$ cat config.mk
export PLATFORM = sky130hd
export DESIGN_NAME = eea3_stream_flat
export DESIGN_NICKNAME = d
export VERILOG_FILES = /design/src/rtl/eea3_pkg.sv /design/src/rtl/eea3_stream_if.sv /design/src/rtl/eea3_stream.sv /design/src/flat_wrapper.sv
export SDC_FILE = /design/constraint.sdc
export NUM_CORES = 1
export LEC_CHECK = 0
export ABC_AREA = 1
export CELL_PAD_IN_SITES_DETAIL_PLACEMENT = 1
export CELL_PAD_IN_SITES_GLOBAL_PLACEMENT = 1
export CORE_AREA = 2 2 216 218
export CTS_CLUSTER_DIAMETER = 120
export DETAILED_ROUTE_END_ITERATION = 8
export DIE_AREA = 0 0 218 220
export GPL_TIMING_DRIVEN = 0
export PLACE_DENSITY = 0.72
export SLEW_MARGIN = 20
export SYNTH_ARGS = -nofsm -noshare
export SYNTH_HDL_FRONTEND = slang
export SYNTH_SLANG_ARGS = --single-unit
$ cat constraint.sdc
create_clock -name clk -period 8.1 [get_ports clk]
set_input_delay 2.025 -clock clk [delete_from_list [all_inputs] [get_ports clk]]
set_output_delay 2.025 -clock clk [all_outputs]
set_load 0.02 [all_outputs]
$ cat src/rtl/eea3_pkg.sv
// Shared definitions for the 128-EEA3 stream engine: FSM encoding plus the
// IV construction and tail-keep mask helpers.
package eea3_pkg;

    localparam logic [1:0] ST_IDLE   = 2'd0;
    localparam logic [1:0] ST_INIT   = 2'd1;
    localparam logic [1:0] ST_STREAM = 2'd2;
    localparam logic [1:0] ST_DRAIN  = 2'd3;

    // IV byte i sits in bits [8i+7:8i]; the upper 64 bits repeat the lower 64.
    function automatic logic [127:0] eea3_iv(
        input logic [31:0] count,
        input logic [4:0]  bearer,
        input logic        direction
    );
        logic [63:0] half;
        half = {24'h00_0000, bearer, direction, 2'b00,
                count[7:0], count[15:8], count[23:16], count[31:24]};
        return {half, half};
    endfunction

    // Keeps the first 'tail' message bits (MSB first); tail 0 means a full word.
    function automatic logic [31:0] tail_mask(input logic [4:0] tail);
        logic [31:0] mask;
        if (tail == 5'd0) begin
            mask = 32'hFFFF_FFFF;
        end else begin
            mask = ~(32'hFFFF_FFFF >> tail);
        end
        return mask;
    endfunction

endpackage

$ cat src/rtl/eea3_stream_if.sv
// Bundle of command, zuc control, keystream, input and output handshakes
// around the EEA3 stream engine.
interface eea3_stream_if #(
    parameter int LEN_W = 32
);
    logic             cmd_valid;
    logic             cmd_ready;
    logic [31:0]      cmd_count;
    logic [4:0]       cmd_bearer;
    logic             cmd_direction;
    logic [127:0]     cmd_ck;
    logic [LEN_W-1:0] cmd_length;

    logic             z_valid;
    logic             z_ready;
    logic             z_init;
    logic [127:0]     z_iv;
    logic [127:0]     z_key;

    logic             ks_valid;
    logic             ks_ready;
    logic [31:0]      ks_data;

    logic             s_valid;
    logic             s_ready;
    logic [31:0]      s_data;

    logic             m_valid;
    logic             m_ready;
    logic [31:0]      m_data;
    logic             m_last;

    modport slave (
        input  cmd_valid, cmd_count, cmd_bearer, cmd_direction, cmd_ck, cmd_length,
        input  z_ready, ks_valid, ks_data, s_valid, s_data, m_ready,
        output cmd_ready, z_valid, z_init, z_iv, z_key, ks_ready, s_ready,
        output m_valid, m_data, m_last
    );

    modport master (
        output cmd_valid, cmd_count, cmd_bearer, cmd_direction, cmd_ck, cmd_length,
        output z_ready, ks_valid, ks_data, s_valid, s_data, m_ready,
        input  cmd_ready, z_valid, z_init, z_iv, z_key, ks_ready, s_ready,
        input  m_valid, m_data, m_last
    );

endinterface

$ cat src/rtl/eea3_stream.sv
// 128-EEA3 confidentiality engine: initialises zuc per command, then XORs
// keystream with data words and zeroes the bits past the message length.
module eea3_stream
    import eea3_pkg::*;
#(
    parameter int LEN_W = 32
) (
    input logic           clk,
    input logic           rst,
    eea3_stream_if.slave  bus
);

    localparam logic [LEN_W-5:0] WL_ONE = {{(LEN_W-5){1'b0}}, 1'b1};

    logic [1:0]       state_r;
    logic [127:0]     z_key_r;
    logic [127:0]     z_iv_r;
    logic [LEN_W-5:0] words_left_r;
    logic [4:0]       tail_r;
    logic             m_valid_r;
    logic             m_last_r;
    logic [31:0]      m_data_r;

    logic [LEN_W:0]   len_round_s;
    logic             cmd_ready_s;
    logic             z_valid_s;
    logic             z_init_s;
    logic             ks_ready_s;
    logic             s_ready_s;
    logic             out_free_s;
    logic             xfer_s;
    logic             final_s;
    logic [31:0]      word_s;

    // One extra bit so a length near the top of the range cannot wrap when rounded up.
    assign len_round_s = {1'b0, bus.cmd_length} + {{(LEN_W-4){1'b0}}, 5'd31};
    assign final_s     = (words_left_r == WL_ONE);

    // Handshake decode and the masked XOR word for the current transfer.
    always_comb begin
        cmd_ready_s = 1'b0;
        z_valid_s   = 1'b0;
        z_init_s    = 1'b0;
        ks_ready_s  = 1'b0;
        s_ready_s   = 1'b0;
        out_free_s  = !m_valid_r || bus.m_ready;
        case (state_r)
            ST_IDLE: begin
                cmd_ready_s = 1'b1;
            end
            ST_INIT: begin
                z_valid_s = 1'b1;
                z_init_s  = 1'b1;
            end
            ST_STREAM: begin
                z_valid_s  = 1'b1;
                ks_ready_s = bus.s_valid && out_free_s;
                s_ready_s  = bus.ks_valid && out_free_s;
            end
            ST_DRAIN: begin
                cmd_ready_s = 1'b0;
            end
            default: begin
                cmd_ready_s = 1'b0;
            end
        endcase
        xfer_s = (state_r == ST_STREAM) && bus.ks_valid && bus.s_valid && out_free_s;
        word_s = (bus.s_data ^ bus.ks_data) & (final_s ? tail_mask(tail_r) : 32'hFFFF_FFFF);
    end

    // Message FSM, command latches and word countdown.
    always_ff @(posedge clk or posedge rst) begin
        if (rst) begin
            state_r      <= ST_IDLE;
            z_key_r      <= 128'd0;
            z_iv_r       <= 128'd0;
            words_left_r <= '0;
            tail_r       <= 5'd0;
        end else begin
            case (state_r)
                ST_IDLE: begin
                    if (bus.cmd_valid) begin
                        z_key_r      <= bus.cmd_ck;
                        z_iv_r       <= eea3_iv(bus.cmd_count, bus.cmd_bearer, bus.cmd_direction);
                        words_left_r <= len_round_s[LEN_W:5];
                        tail_r       <= bus.cmd_length[4:0];
                        // An empty message is accepted and dropped without touching zuc.
                        state_r      <= (bus.cmd_length == '0) ? ST_IDLE : ST_INIT;
                    end
                end
                ST_INIT: begin
                    if (bus.z_ready) begin
                        state_r <= ST_STREAM;
                    end
                end
                ST_STREAM: begin
                    if (xfer_s) begin
                        words_left_r <= words_left_r - WL_ONE;
                        if (final_s) begin
                            state_r <= ST_DRAIN;
                        end
                    end
                end
                ST_DRAIN: begin
                    if (bus.m_ready) begin
                        state_r <= ST_IDLE;
                    end
                end
                default: begin
                    state_r <= ST_IDLE;
                end
            endcase
        end
    end

    // Output register: loads on every transfer, clears valid once it is taken.
    always_ff @(posedge clk or posedge rst) begin
        if (rst) begin
            m_valid_r <= 1'b0;
            m_last_r  <= 1'b0;
            m_data_r  <= 32'd0;
        end else if (xfer_s) begin
            m_valid_r <= 1'b1;
            m_data_r  <= word_s;
            m_last_r  <= final_s;
        end else if (bus.m_ready) begin
            m_valid_r <= 1'b0;
            m_last_r  <= 1'b0;
        end
    end

    assign bus.cmd_ready = cmd_ready_s;
    assign bus.z_valid   = z_valid_s;
    assign bus.z_init    = z_init_s;
    assign bus.z_iv      = z_iv_r;
    assign bus.z_key     = z_key_r;
    assign bus.ks_ready  = ks_ready_s;
    assign bus.s_ready   = s_ready_s;
    assign bus.m_valid   = m_valid_r;
    assign bus.m_data    = m_data_r;
    assign bus.m_last    = m_last_r;

endmodule
$ cat src/flat_wrapper.sv
// flat-port wrapper written by rule: the top's interface ports become plain ports
module eea3_stream_flat import eea3_pkg::*;
#(
    parameter int LEN_W = 32
)
  (clk, rst, bus_cmd_valid, bus_cmd_count, bus_cmd_bearer, bus_cmd_direction, bus_cmd_ck, bus_cmd_length, bus_z_ready, bus_ks_valid, bus_ks_data, bus_s_valid, bus_s_data, bus_m_ready, bus_cmd_ready, bus_z_valid, bus_z_init, bus_z_iv, bus_z_key, bus_ks_ready, bus_s_ready, bus_m_valid, bus_m_data, bus_m_last);
  eea3_stream_if #(.LEN_W(LEN_W)) bus_i ();
  input logic clk;
  input logic rst;
  input wire logic [$bits(bus_i.cmd_valid)-1:0] bus_cmd_valid;
  input wire logic [$bits(bus_i.cmd_count)-1:0] bus_cmd_count;
  input wire logic [$bits(bus_i.cmd_bearer)-1:0] bus_cmd_bearer;
  input wire logic [$bits(bus_i.cmd_direction)-1:0] bus_cmd_direction;
  input wire logic [$bits(bus_i.cmd_ck)-1:0] bus_cmd_ck;
  input wire logic [$bits(bus_i.cmd_length)-1:0] bus_cmd_length;
  input wire logic [$bits(bus_i.z_ready)-1:0] bus_z_ready;
  input wire logic [$bits(bus_i.ks_valid)-1:0] bus_ks_valid;
  input wire logic [$bits(bus_i.ks_data)-1:0] bus_ks_data;
  input wire logic [$bits(bus_i.s_valid)-1:0] bus_s_valid;
  input wire logic [$bits(bus_i.s_data)-1:0] bus_s_data;
  input wire logic [$bits(bus_i.m_ready)-1:0] bus_m_ready;
  output wire logic [$bits(bus_i.cmd_ready)-1:0] bus_cmd_ready;
  output wire logic [$bits(bus_i.z_valid)-1:0] bus_z_valid;
  output wire logic [$bits(bus_i.z_init)-1:0] bus_z_init;
  output wire logic [$bits(bus_i.z_iv)-1:0] bus_z_iv;
  output wire logic [$bits(bus_i.z_key)-1:0] bus_z_key;
  output wire logic [$bits(bus_i.ks_ready)-1:0] bus_ks_ready;
  output wire logic [$bits(bus_i.s_ready)-1:0] bus_s_ready;
  output wire logic [$bits(bus_i.m_valid)-1:0] bus_m_valid;
  output wire logic [$bits(bus_i.m_data)-1:0] bus_m_data;
  output wire logic [$bits(bus_i.m_last)-1:0] bus_m_last;
  assign bus_i.cmd_valid = bus_cmd_valid;
  assign bus_i.cmd_count = bus_cmd_count;
  assign bus_i.cmd_bearer = bus_cmd_bearer;
  assign bus_i.cmd_direction = bus_cmd_direction;
  assign bus_i.cmd_ck = bus_cmd_ck;
  assign bus_i.cmd_length = bus_cmd_length;
  assign bus_i.z_ready = bus_z_ready;
  assign bus_i.ks_valid = bus_ks_valid;
  assign bus_i.ks_data = bus_ks_data;
  assign bus_i.s_valid = bus_s_valid;
  assign bus_i.s_data = bus_s_data;
  assign bus_i.m_ready = bus_m_ready;
  assign bus_cmd_ready = bus_i.cmd_ready;
  assign bus_z_valid = bus_i.z_valid;
  assign bus_z_init = bus_i.z_init;
  assign bus_z_iv = bus_i.z_iv;
  assign bus_z_key = bus_i.z_key;
  assign bus_ks_ready = bus_i.ks_ready;
  assign bus_s_ready = bus_i.s_ready;
  assign bus_m_valid = bus_i.m_valid;
  assign bus_m_data = bus_i.m_data;
  assign bus_m_last = bus_i.m_last;
  eea3_stream #(.LEN_W(LEN_W)) u_core (.clk(clk), .rst(rst), .bus(bus_i));
endmodule
==> flow_metrics.tcl <==
set metrics [dict create \
    path_delay_family "buffers and inverters" \
    drv_slew 0 \
    fp.dieW_um 218 \
    grt_max_degree 34 \
    cts_hold_buf 0 \
    placed_area_sq_um 18500 \
    setup_violations 0 \
    finalHoldViolations 0 \
    critPathMaxFanout 3 \
    dp_hpwl_um 43700 \
    status "finished, final reports clean" \
    critPathLaunchType "primary input" \
    path_class "in -> out" \
    whs_ps 478 \
    timing.setup.tns_ps 0 \
    num_rows 79 \
    p_total_uw 7690 \
    finalWirelength_um 52800 \
    yosysSeqAreaShare 0.480 \
    worst_slew_pin_slew_ps 657 \
    critPathMaxStageDelay_ps 650 \
    area_growth_pct 58.9 \
    drc 0 \
    fmax_mhz 179 \
    clkSinkCount 235 \
    cts_max_level 1 \
    synth_area_sq_um 12200 \
    yosysWarnings 0 \
    avgSynthCellArea_sq_um 9.18 \
    power_density_nw_per_um2 395 \
    wire_per_inst_um 20.6 \
    endpoint_kind "output port" \
    arrival_ps 3570 \
    root_buffer "clkbuf_16" \
    grt_use_total 0.213 \
    clockBufferDepth 3 \
    post_cts_buffers 0 \
    grt_pass1_wl_um 76800 \
    cap_violations 0 \
    synth-edff-count 0 \
    die-area_sq_um 48000 \
    peakVddDrop_mv 0.192 \
    hp-class "reg -> reg" \
    clk-insertion-delay-late_ps 550 \
    cp.required_ps 6080 \
    relSlewSlack 0.561 \
    layout-drive-gt1-share 0.190 \
    fin_skew_ps 11.8 \
    antenna_left 0 \
    cp_cell_sequence "clkdlybuf4s50_1, inv_2, nand2_1, nand2_1, nor2_2, clkdlybuf4s50_1" \
    drt_iter0_markers 465 \
    cts_buffers 28 \
    firstDrtPassIters 5 \
    layout_min_cycle_time_ps 5590 \
    clk_pin_slew_ps 60 \
    initial_core_util 0.267 \
    vias 11485 \
    first_global_vias 12029 \
    io_buffers 511 \
    synth_flop_cell "dfrtp_1" \
    synthCells 1333 \
    ys_types 40 \
    grt_overflow 0 \
    ys_ff_latch 235 \
    period_share 0.690 \
    rsz0062_at_grt "false" \
    p_leak_uw 0.00863 \
    worst_path_max_delay_cell "clkdlybuf4s50_1" \
    async_reset_ff_frac 1.00 \
    path_buf_inv 3 \
    cts_tree "yes" \
    layout.nets 2208 \
    ctsResizeCount 0 \
    viasPerCell 4.48 \
    dieHeight_um 220 \
    gp_congestion 0.877 \
    io_pins 564 \
    coreArea_sq_um 45900 \
    antenna_found_initial 17 \
    design_area_sq_um 19500 \
]
-- final cells by class --
| class | instances | area [sq um] |
|---|---|---|
| tap | 607 | 759 |
| clock buffer | 36 | 792 |
| inverter | 89 | 339 |
| sequential | 235 | 5880 |
| clock inverter | 14 | 181 |
| multi-input combinational | 931 | 5350 |
| timing repair buffer | 519 | 5280 |
| antenna | 1 | 2.50 |
| buffer | 129 | 868 |
| fill | 5318 | 26400 |
-- metrics by stage --
step	std cells	worst slack [ps]	utilization
after floorplan	1384	3000	-
after global placement	2502	901	0.399
after detailed placement	2510	2500	0.403
after CTS	2560	2490	0.424
after global routing	2560	2430	0.424
final	2561	2510	0.424
-- metal layers --
layer / global-route usage / wire length [um] / vias to the layer above
li1: - / - / 5421
met1: 0.240 / 20000 / 5602
met2: 0.388 / 27100 / 328
met3: 0.0573 / 3770 / 102
met4: 0.0698 / 1670 / 32
met5: 0 / 213 / -
-- placed cells by master (no fill, tap or decap), types with 5 or more instances in the layout --
master             n
clkinv_2           7
buf_4             93
o21ai_0           31
ha_1               6
buf_2             22
nor2_2             9
a21oi_1           37
mux2_2           166
nor3_1             5
nand3_1           86
dfrtp_1          235
nor2_1           136
clkbuf_16         29
inv_1             79
buf_12             7
xor2_1            12
clkbuf_1          15
nand4_1           15
conb_1            52
inv_2              7
clkdlybuf4s50_1  511
o21ai_1           52
nand2_1          292
-- logic make-up after synthesis --
logic type | count (synthesis) | synth area share
XOR/XNOR | 13 | 0.00930
multiplexers | 166 | 0.153
AO/OA/AOI/OAI | 129 | 0.0542
flip-flops | 235 | 0.480
other | 1 | 0.000306
adder cells (fa/ha/maj) | 6 | 0.00613
buffers and inverters | 218 | 0.0983
AND/OR/NAND/NOR | 565 | 0.199
-- tightest hold or removal path: cells and delay by family, from the launching register on --
kind             cells  cell delay (ps)
and+or+nand+nor      2              100
DFF                  1              340
-- synth_stat cells, types with 2 or more instances --
master	instances	share of area
a21oi_1	37	0.015
a31oi_1	4	0.0020
buf_2	22	0.0090
buf_4	93	0.057
clkbuf_1	12	0.0037
dfrtp_1	235	0.48
ha_1	6	0.0061
inv_1	80	0.025
inv_2	7	0.0021
mux2_2	166	0.15
nand2_1	292	0.090
nand2_2	4	0.0020
nand2_4	3	0.0028
nand3_1	86	0.035
nand3_2	2	0.0016
nand3b_1	4	0.0025
nand4_1	15	0.0077
nor2_1	136	0.042
nor2_2	9	0.0046
nor2_4	3	0.0028
nor2_8	2	0.0033
nor3_1	5	0.0020
o21ai_0	31	0.013
o21ai_1	52	0.021
xor2_1	12	0.0086
-- power breakdown --
group | total (uW) | internal (uW) | switching (uW)
clock | 1340 | 814 | 527
combinational | 4150 | 1970 | 2180
sequential | 2200 | 1770 | 431
-- registers in the layout, indices dropped and copies added, names as in the netlist --
name and count:
u_core.state_r 2, u_core.bus.m_last 1, u_core.bus.m_valid 1, u_core.bus.z_key 128, u_core.bus.z_iv 38, u_core.words_left_r 28
u_core.tail_r 5, u_core.bus.m_data 32
-- path summary, 6_finish.rpt --
kind	to	from	slack, ps	cells past startpoint
worst max-delay path	bus_s_ready	bus_m_ready	2510	6
max in group asynchronous	u_core.bus.z_key[8]	rst	5110	5
worst min register to register	u_core.bus.m_data[17]	u_core.bus.m_data[17]	480	2
worst min-delay path	u_core.bus.m_data[17]	u_core.bus.m_data[17]	480	2
min in group asynchronous	u_core.bus.z_key[104]	rst	1960	2
worst max register to register	u_core.bus.z_key[41]	u_core.state_r[1]	5770	6
(Power assumes the default switching activity.)
